===== src/rtl/rf_wb_arbiter.sv =====
// Round-robin writeback arbiter (ALU vs load data) onto the single RF write port; optional pending-write scoreboard under RF_SCOREBOARD_EN.
// Latency: one cycle from valid&ready to rf_ld/rf_c/rf_pc; readies are combinational.
// Backpressure: hold or losing arbitration deasserts ready, and the source keeps rd/data stable until granted.
module rf_wb_arbiter #(
   parameter int DW   = 32,
   parameter int AW   = 4,
   parameter int NREG = 16
) (
   input  logic            CLK,
   input  logic            RESET,
   input  logic            alu_valid,
   output logic            alu_ready,
   input  logic [AW-1:0]   alu_rd,
   input  logic [DW-1:0]   alu_data,
   input  logic            mem_valid,
   output logic            mem_ready,
   input  logic [AW-1:0]   mem_rd,
   input  logic [DW-1:0]   mem_data,
   input  logic            hold,
   output logic            rf_ld,
   output logic [AW-1:0]   rf_c,
   output logic [DW-1:0]   rf_pc,
   input  logic            iss_valid,
   input  logic [AW-1:0]   iss_rd,
   output logic            iss_ready,
   output logic [NREG-1:0] busy,
   output logic            sb_err
);

   typedef enum logic {PRI_ALU = 1'b0, PRI_MEM = 1'b1} pri_e;

   pri_e            pri_q, pri_d;
   logic            rf_ld_q, rf_ld_d;
   logic [AW-1:0]   rf_c_q, rf_c_d;
   logic [DW-1:0]   rf_pc_q, rf_pc_d;
   logic            grant_alu, grant_mem;

   always_comb begin
      grant_alu = 1'b0;
      grant_mem = 1'b0;
      pri_d     = pri_q;
      rf_ld_d   = 1'b0;
      rf_c_d    = rf_c_q;
      rf_pc_d   = rf_pc_q;
      if (!hold) begin
         if (alu_valid && (!mem_valid || pri_q == PRI_ALU)) begin
            grant_alu = 1'b1;
         end else if (mem_valid) begin
            grant_mem = 1'b1;
         end
      end
      // The granted source loses priority for the next contention.
      if (grant_alu) begin
         pri_d   = PRI_MEM;
         rf_ld_d = 1'b1;
         rf_c_d  = alu_rd;
         rf_pc_d = alu_data;
      end else if (grant_mem) begin
         pri_d   = PRI_ALU;
         rf_ld_d = 1'b1;
         rf_c_d  = mem_rd;
         rf_pc_d = mem_data;
      end
   end

   always_ff @(posedge CLK or negedge RESET) begin
      if (!RESET) begin
         pri_q   <= PRI_ALU;
         rf_ld_q <= 1'b0;
         rf_c_q  <= '0;
         rf_pc_q <= '0;
      end else begin
         pri_q   <= pri_d;
         rf_ld_q <= rf_ld_d;
         rf_c_q  <= rf_c_d;
         rf_pc_q <= rf_pc_d;
      end
   end

   assign alu_ready = grant_alu;
   assign mem_ready = grant_mem;
   assign rf_ld     = rf_ld_q;
   assign rf_c      = rf_c_q;
   assign rf_pc     = rf_pc_q;

`ifdef RF_SCOREBOARD_EN
   logic [NREG-1:0] busy_q, busy_d;
   logic            sb_err_q, sb_err_d;

   always_comb begin
      busy_d   = busy_q;
      sb_err_d = rf_ld_q && !busy_q[rf_c_q];
      if (rf_ld_q) begin
         busy_d[rf_c_q] = 1'b0;
      end
      // Applied after the clear so a same-edge reservation survives.
      if (iss_valid && !busy_q[iss_rd]) begin
         busy_d[iss_rd] = 1'b1;
      end
   end

   always_ff @(posedge CLK or negedge RESET) begin
      if (!RESET) begin
         busy_q   <= '0;
         sb_err_q <= 1'b0;
      end else begin
         busy_q   <= busy_d;
         sb_err_q <= sb_err_d;
      end
   end

   assign iss_ready = ~busy_q[iss_rd];
   assign busy      = busy_q;
   assign sb_err    = sb_err_q;
`else
   logic unused_iss;
   assign unused_iss = ^{iss_valid, iss_rd};
   assign iss_ready  = 1'b1;
   assign busy       = '0;
   assign sb_err     = 1'b0;
`endif

endmodule


===== config.mk =====
export PLATFORM = sky130hd
export DESIGN_NAME = rf_wb_arbiter
export DESIGN_NICKNAME = d
export VERILOG_FILES = /design/src/rtl/rf_wb_arbiter.sv
export SDC_FILE = /design/constraint.sdc
export NUM_CORES = 1
export LEC_CHECK = 0
export ABC_AREA = 1
export CORE_ASPECT_RATIO = 0.7
export CORE_UTILIZATION = 45
export CTS_BUF_LIST = sky130_fd_sc_hd__clkbuf_4
export DETAILED_ROUTE_END_ITERATION = 10
export PLACE_DENSITY = 0.89
export SLEW_MARGIN = 20
export SYNTH_ARGS = -nofsm -noshare
export SYNTH_HDL_FRONTEND = slang
export SYNTH_SLANG_ARGS = --single-unit

===== constraint.sdc =====
create_clock -name CLK -period 1.7 [get_ports CLK]
set_clock_uncertainty 0.05 [all_clocks]
set_input_delay 0.255 -clock CLK [delete_from_list [all_inputs] [get_ports CLK]]
set_output_delay 0.255 -clock CLK [all_outputs]
set_load 0.01 [all_outputs]

==> impl_metrics.yaml <==
synthesis:
  seq_area_frac_synth_pct: 34.7
  syn_area_per_cell_um2: 6.47
  synth_cell_types: 13
  syn-instance-count: 423
  synth-seq-cells: 38
  ys.warnings.count: 0
  netlist_area_um2: 2740
drt:
  ant_nets: 0
  num_vias: 2869
  drc_errors: 0
  drt_iter0_markers: 93
  via_per_inst: 4.77
  wl_per_cell_um: 12.0
  wirelength_um: 7210
  first_pass_iters: 4
layout:
  fin_nets: 608
  fill_cells: 502
  syn_to_final_growth_pct: 42.1
  fin_area_um2: 3890
  drive_gt1_share_pct: 4.94
  num_antenna_cells: 0
  final_util_pct: 67.3
  final_cells: 601
global_routing:
  track_usage_pct: 23.5
  antenna_found_initial: 0
  grt_pass1_wl_um: 11500
  overflow: 0
  grt_max_degree: 40
  grt_pass1_vias: 2447
critical_path:
  critical_path_required_ps: 1390
  r2r_cells: 6
  cp_num_cells: 1
  path_cells: "clkdlybuf4s50_1"
  path_delay_family: "buffers and inverters"
  crit_slowest_cell: "clkdlybuf4s50_1"
  end_kind: "output pin"
  cp_num_buf_inv: 1
  crit_path_max_fanout: 2
  critPathArrivalTime_ps: 1270
  critPathKind: "reg -> out"
  max_stage_delay_ps: 550
  critPathLaunch: "rf_pc[10]"
  start_kind: "register"
  r2r_start: "pri_q"
sta:
  max_freq_mhz: 635
  setup_slack_ps: 125
  slew_viol_final: 0
  rsz0062_at_grt: "false"
  tns_ps: 0
  fin_crit_sh_pct: 92.6
  worst_pin_slew_ps: 660
  period_minus_slack_ps: 1570
  hold_violations: 0
  hold_ws_ps: 437
  slew_headroom_pct: 56.0
  finalSetupViolations: 0
power:
  p_clk_share_pct: 17.0
  power_density_nw_per_um2: 700
  p_int_mw: 1.83
  p_sw_mw: 0.893
  p_total_mw: 2.72
  swShare_pct: 32.8
  seq_power_share_pct: 41.8
  ir_drop_mv: 0.306
  power.leakage_nw: 2.26
  power_frac_comb_pct: 41.2
clocking:
  cts_sinks: 38
  tritoncts: "built"
  cts.reportedPaths.clkPinSlew_ps: 110
  cts_root_buf: "clkbuf_4"
  clkLatencyLatePin_ps: 330
  cts_made_buffers: 5
  postCtsSetupRepairBufs: 0
  cts_htree_levels: 2
  cts_buffer_depth: 2
placement:
  postPlaceCellArea_um2: 3830
  hpwl_um: 5030
  place_congestion: 0.789
  placed_cells: 593
  dpl_worst_slack_ps: -292
  port-buffer-count: 115
die:
  start_util_pct: 47.3
  coreArea_um2: 5780
  dieArea_um2: 6400
  row_count: 23
  io_pins: 139
  die_h_um: 67.3
  die-width_um: 95.2
flow_run:
  cap_violations: 0
worst_hold_path:
  min_path_type: "in -> async"
status:
  status: "completed"
## power groups by stage
stage,Combinational [mW],Sequential [mW],Clock [mW]
floorplan,0.501,1.22,0
global placement,1.10,1.15,0
detailed placement,1.12,1.15,0
CTS,1.13,1.14,0.483
global route,1.25,1.16,0.535
finish,1.12,1.14,0.464
## registers in the layout (all words and copies together), names as in the netlist
register  flops
pri_q         1
rf_c          4
rf_ld         1
rf_pc        32
## layer usage
metal	track usage [%]	wire length, um	up-vias
met5	0	0	-
li1	-	-	1446
met3	7.09	779	7
met2	40.4	3330	124
met1	28.8	3020	1292
met4	6.44	72	0
## cell families (layout without fill, tap and decap cells)
family | count (synthesis) | count (layout) | share of synthesized area [%]
compound gates | 1 | 1 | 0.183
other cells | 2 | 18 | 0.274
buf+inv | 160 | 247 | 27.5
simple gates | 222 | 222 | 37.3
flops | 38 | 38 | 34.7
## cells in the final DEF, fill, tap and decap left out, drive strengths merged
| cell type | instances |
|---|---|
| dlygate4sd2 | 3 |
| dfrtp | 38 |
| nand3 | 73 |
| dlygate4sd3 | 1 |
| nand2 | 113 |
| inv | 110 |
| conb | 18 |
| nand4 | 36 |
| a21oi | 1 |
| clkbuf | 7 |
| buf | 15 |
| clkdlybuf4s50 | 111 |
## area by class of cell
class	count	area, um2	area share [%]
Clock buffer	7	52.6	1.35
Sequential cell	38	951	24.4
Tap cell	75	93.8	2.41
Inverter	110	413	10.6
Timing Repair Buffer	130	1280	33.0
Multi-Input combinational cell	241	1100	28.2
## Yosys cell counts
master     n  area, um2
buf_4     28        210
inv_1    109        409
nand3_2    1       10.0
inv_2      1       3.75
a21oi_1    1       5.00
nand2_1  112        420
nand2_2    1       6.26
buf_6      3       33.8
nand4_1   36        225
conb_1     2       7.51
dfrtp_1   38        951
nand3_1   72        360
buf_2     19       95.1
## repair_timing
action	4_1_cts	5_1_grt
hold endpoints to repair	26	0
gates resized for setup	4	0
setup endpoints to repair	2	0
hold buffers	1	0
## final timing paths
path	slack [ps]	end
worst max-delay path	130	rf_pc[10]
worst min-delay path	440	rf_pc[27]
worst max register to register	390	rf_pc[20]
worst min register to register	470	pri_q
max in group asynchronous	580	rf_pc[18]
min in group CLK	470	pri_q
No activity file was read; power rests on OpenSTA's default activity.
==> RTL change 1 (same flow settings) <==
Add a define of `RF_SCOREBOARD_EN`.
--- a/src/rtl/rf_wb_arbiter.sv
+++ b/src/rtl/rf_wb_arbiter.sv
@@ -2,4 +2,6 @@
 // Latency: one cycle from valid&ready to rf_ld/rf_c/rf_pc; readies are combinational.
 // Backpressure: hold or losing arbitration deasserts ready, and the source keeps rd/data stable until granted.
+`define RF_SCOREBOARD_EN
+
 module rf_wb_arbiter #(
    parameter int DW   = 32,
Behaviour: not the same (Yosys sat finds a counterexample within 4 cycles, from zero or initial values and one cycle with RESET low).
==> RTL change 1 against the original RTL <==
  * The run now ends with design-rule violations left
  * Sequential cell count up 17
  * Setup slack worse by 0.12 ns
  * Area after synthesis up 6.2%
  * Design area up 21%
  * Fmax down 7.1%
  * First-iteration DRC count rose to 2.9 times the old value
  * Routed wire length up 30%
  * Synthesized cell count down 4.3%
Power is not compared: it rests on default switching activity, and its combinational part moved more than twofold at a synthesized area within 25%.
==> RTL change 1: results (changes against the original RTL) <==
Fin Hold WS=0.366 ns (was 0.437 ns); met3 Usage GRT=7.46% (was 7.09%); gpl congestion=0.961 (was 0.789); Port Buffer Count=138 (was 115); register area share after synthesis=47.3% (was 34.7%); Netlist cell types=19 (was 13); CP peak stage delay=0.46 ns (was 0.55 ns); Final HPWL DP=7.42 mm (was 5.03 mm); pin count of the biggest net entering global routing=56 (was 40); DRC=8 (was 0); r2r setup slk=0.14 ns (was 0.39 ns); Post-DP Area=0.00459 mm^2 (was 0.00383 mm^2); clk slew on worst S/H paths=0.14 ns (was 0.11 ns); worst flop-to-flop path endpoint=sb_err (was rf_pc[20]); setup slack after placement=-0.449 ns (was -0.292 ns); worst r2r src=rf_c[0] (was pri_q); Worst R2R Path Depth=7 (was 6); Critical Path Start=busy[3] (was rf_pc[10]); GRT Total Usage=29.2% (was 23.5%); Post-Route WL=9.38 mm (was 7.21 mm); M1 WL=4.08 mm (was 3.02 mm); met2 wire length=4.19 mm (was 3.33 mm); Worst slew margin=69.8% (was 56.0%); Hold Path Class=in2async (unchanged); Starting DRT DRC Count=266 (was 93); met3 wire len=980 um (was 779 um); dpl cells=642 (was 593); failing checks=design-rule violations; ranking of synthesized cells by area=dfrtp_1 (47%), nand2_1 (18%), o21ai_0 (12%) (was dfrtp_1 (35%), nand2_1 (15%), inv_1 (15%)); CP delay by family, top=simple AND/OR/NAND/NOR gates (was buffers and inverters); status=finished with violations (was complete, no violations); CP endpoint=iss_ready (was rf_pc[10]); most frequent cells after synthesis=nand2_1 (137), o21ai_0 (67), dfrtp_1 (55), inv_1 (43), nor2_1 (41) (was nand2_1 (112), inv_1 (109), nand3_1 (72), dfrtp_1 (38), nand4_1 (36)); DR pass1 iterations=8 (was 4); Clock Latency Late Sink=0.35 ns (was 0.33 ns); GR Layer Usage met1=40.7% (was 28.8%); arrival time worst endpoint=1.39 ns (was 1.27 ns); vias in the first global route=3293 (was 2447)
[RTL change 1: cell count changes after synthesis, sizes merged, moves of 17 or more]
cell | before | now
buf | 50 | 9
dfrtp | 38 | 55
inv | 110 | 45
nand2 | 113 | 138
nand3 | 73 | 20
nand4 | 36 | 0
nor2 | 0 | 42
o21ai | 0 | 67
[RTL change 1: layout make-up]
| type | count | area [um^2] |
|---|---|---|
| repair buffers | 182 | 1730 |
| fillers | 489 | 1540 |
| flip-flops and latches | 55 | 1380 |
| multi-input cells | 288 | 1270 |
| inverters | 46 | 173 |
| well taps | 78 | 97.6 |
| clock buffers | 6 | 45.0 |
| clock inverters | 2 | 7.51 |
[RTL change 1: logic make-up after synthesis]
group / Yosys count / share of synthesized area, %
buffers and inverters: 62 / 9.12
AO/OA/AOI/OAI: 88 / 16.4
flip-flops: 55 / 47.3
AND/OR/NAND/NOR: 200 / 27.2
[RTL change 1: through the flow]
stage          utilization, %  TNS (ns)
2_1_floorplan               -         0
5_1_grt                  75.3    -0.116
3_3_place_gp             73.5     -8.58
6_report                 75.3         0
4_1_cts                  74.8         0
3_5_place_dp             73.5    -10.16
[RTL change 1: power groups by stage]
| stage | clock [uW] | sequential, uW | combinational, uW |
|---|---|---|---|
| finish | 539 | 1930 | 2400 |
| global route | 623 | 1950 | 2620 |
| CTS | 565 | 1920 | 2360 |
| detailed placement | 0 | 1950 | 2450 |
| global placement | 0 | 1950 | 2390 |
| floorplan | 0 | 2100 | 706 |
[RTL change 1: timing repair]
item | CTS | global route
hold buffers | 1 | 0
endpoints found under the hold margin | 55 | 0
cloned | 1 | 0
pin swaps | 2 | 5
endpoints found under the setup margin | 21 | 20
resized for setup | 27 | 8
buffers inserted | 2 | 3
==> RTL change 2 (same settings) <==
Without the edit above. `NREG`: 16 -> 32.
--- a/src/rtl/rf_wb_arbiter.sv
+++ b/src/rtl/rf_wb_arbiter.sv
@@ -5,5 +5,5 @@
    parameter int DW   = 32,
    parameter int AW   = 4,
-   parameter int NREG = 16
+   parameter int NREG = 32
 ) (
    input  logic            CLK,
Ports: changed (resized busy); port bits go from 139 to 155. No check against the original RTL was run, so the function may have changed too.
==> RTL change 2 against the original RTL <==
  * Core utilization decreased by 1.4 points
  * Total power decreased by 1.4%
  * Critical path type unchanged
  * Routed wire length decreased by 0.65%
  * Sequential cell count unchanged
  * Design area increased by 0.42%
  * Setup slack got worse by 0.0043 ns
  * Clock power decreased by 10%
  * Area after synthesis increased by 4.4%
==> RTL change 2: results (changes against the original RTL) <==
status=complete, no violations (unchanged); number of flip-flops in the largest register=32 (unchanged); gpl congestion=0.850 (was 0.789); Netlist cell types=13 (unchanged); switching power=906 uW (was 893 uW); Wirelength per Cell=11.6 um (was 12.0 um); cts bufs inserted=5 (unchanged); Starting DRT DRC Count=110 (was 93); Yosys warning total=0 (unchanged); most frequent cells after synthesis=nand2_1 (112), inv_1 (109), nand3_1 (72), buf_4 (44), dfrtp_1 (38) (was nand2_1 (112), inv_1 (109), nand3_1 (72), dfrtp_1 (38), nand4_1 (36)); DR pass1 iterations=5 (was 4); Post-CTS Setup Bufs=0 (unchanged); dpl cells=607 (was 593); Via density=4.70 (was 4.77); register area share after synthesis=33.3% (was 34.7%); vias in the first global route=2583 (was 2447); Longest Clk Path Bufs=2 (unchanged); GRT Total Usage=21.7% (was 23.5%); worst-path fanout max=2 (unchanged); pin count of the biggest net entering global routing=42 (was 40); Clock Latency Late Sink=0.32 ns; # H-tree levels=2 (unchanged); Worst IR Drop VDD=0.308 mV (was 0.306 mV); Synth Instances=439 (was 423); number of antenna diodes=0 (unchanged); ANT nets after route=0 (unchanged); setup slack after placement=-0.289 ns (was -0.292 ns); Leak=0.00229 uW (was 0.00226 uW); Non-Filler Instances=616 (was 601); ranking of synthesized cells by area=dfrtp_1 (33%), nand2_1 (15%), inv_1 (14%) (was dfrtp_1 (35%), nand2_1 (15%), inv_1 (15%)); first-pass GRT wire length=11.6 mm (was 11.5 mm); CP delay by family, top=buffers and inverters (unchanged); Final HPWL DP=5.26 mm (was 5.03 mm); layout cells sized above 1=4.07% (was 4.94%); Post-synth ARST share=100% (unchanged)
==> RTL change 2: cell count changes after synthesis, sizes merged <==
cell and change:
buf +16
==> RTL change 2: stage by stage <==
stage / power, uW / util, % / area [um^2]
after CTS: 2710 / 65.9 / 3910
final: 2680 / 65.9 / 3910
after global placement: 2250 / 64.9 / 3850
after global routing: 2890 / 65.9 / 3910
after floorplan: 1760 / - / 2980
after detailed placement: 2280 / 64.9 / 3850
==> RTL change 2: timing repair <==
action,CTS,global route
hold endpoints to repair,21,0
hold buffers,1,0
setup endpoints to repair,2,0
gates resized for setup,4,0
==> RTL change 2: worst paths after layout <==
path / start / end / slack (ns) / cells after the start
max: rf_pc[18] / rf_pc[18] / 0.12 / 1
min: RESET / rf_pc[29] / 0.38 / 2
max reg2reg: pri_q / rf_c[0] / 0.33 / 6
min reg2reg: pri_q / pri_q / 0.48 / 2
max in group asynchronous: RESET / rf_pc[21] / 0.61 / 3
min in group CLK: pri_q / pri_q / 0.48 / 2
==> RTL change 2: cell type report <==
cell class,instances,area [um^2]
Fill cell,525,2020
Timing Repair Buffer,128,1240
Multi-Input combinational cell,257,1160
Sequential cell,38,951
Inverter,110,413
Tap cell,75,93.8
Clock buffer,5,37.5
Clock inverter,3,11.3
==> RTL change 2: logic make-up (layout without fill, tap and decap cells) <==
logic type / after synthesis / in the layout / synth area share [%]
simple gates: 222 / 222 / 35.8
buf+inv: 176 / 246 / 30.5
flops: 38 / 38 / 33.3
other cells: 2 / 34 / 0.263
compound gates: 1 / 1 / 0.175
==> RTL change 2: layer usage <==
layer / vias to the layer above / GRT usage [%] / part of all wire (%)
met5: - / 0 / 0
met4: 0 / 4.78 / 0.56
met3: 6 / 5.85 / 9.7
met2: 128 / 37.9 / 46
met1: 1301 / 27.6 / 44
li1: 1458 / - / -
==> RTL change 2: power by group through the flow <==
| stage | combinational (uW) | clock (uW) | sequential [uW] |
|---|---|---|---|
| global placement | 1100 | 0 | 1150 |
| global route | 1260 | 477 | 1160 |
| floorplan | 543 | 0 | 1220 |
| finish | 1130 | 416 | 1140 |
| CTS | 1130 | 442 | 1140 |
| detailed placement | 1130 | 0 | 1150 |
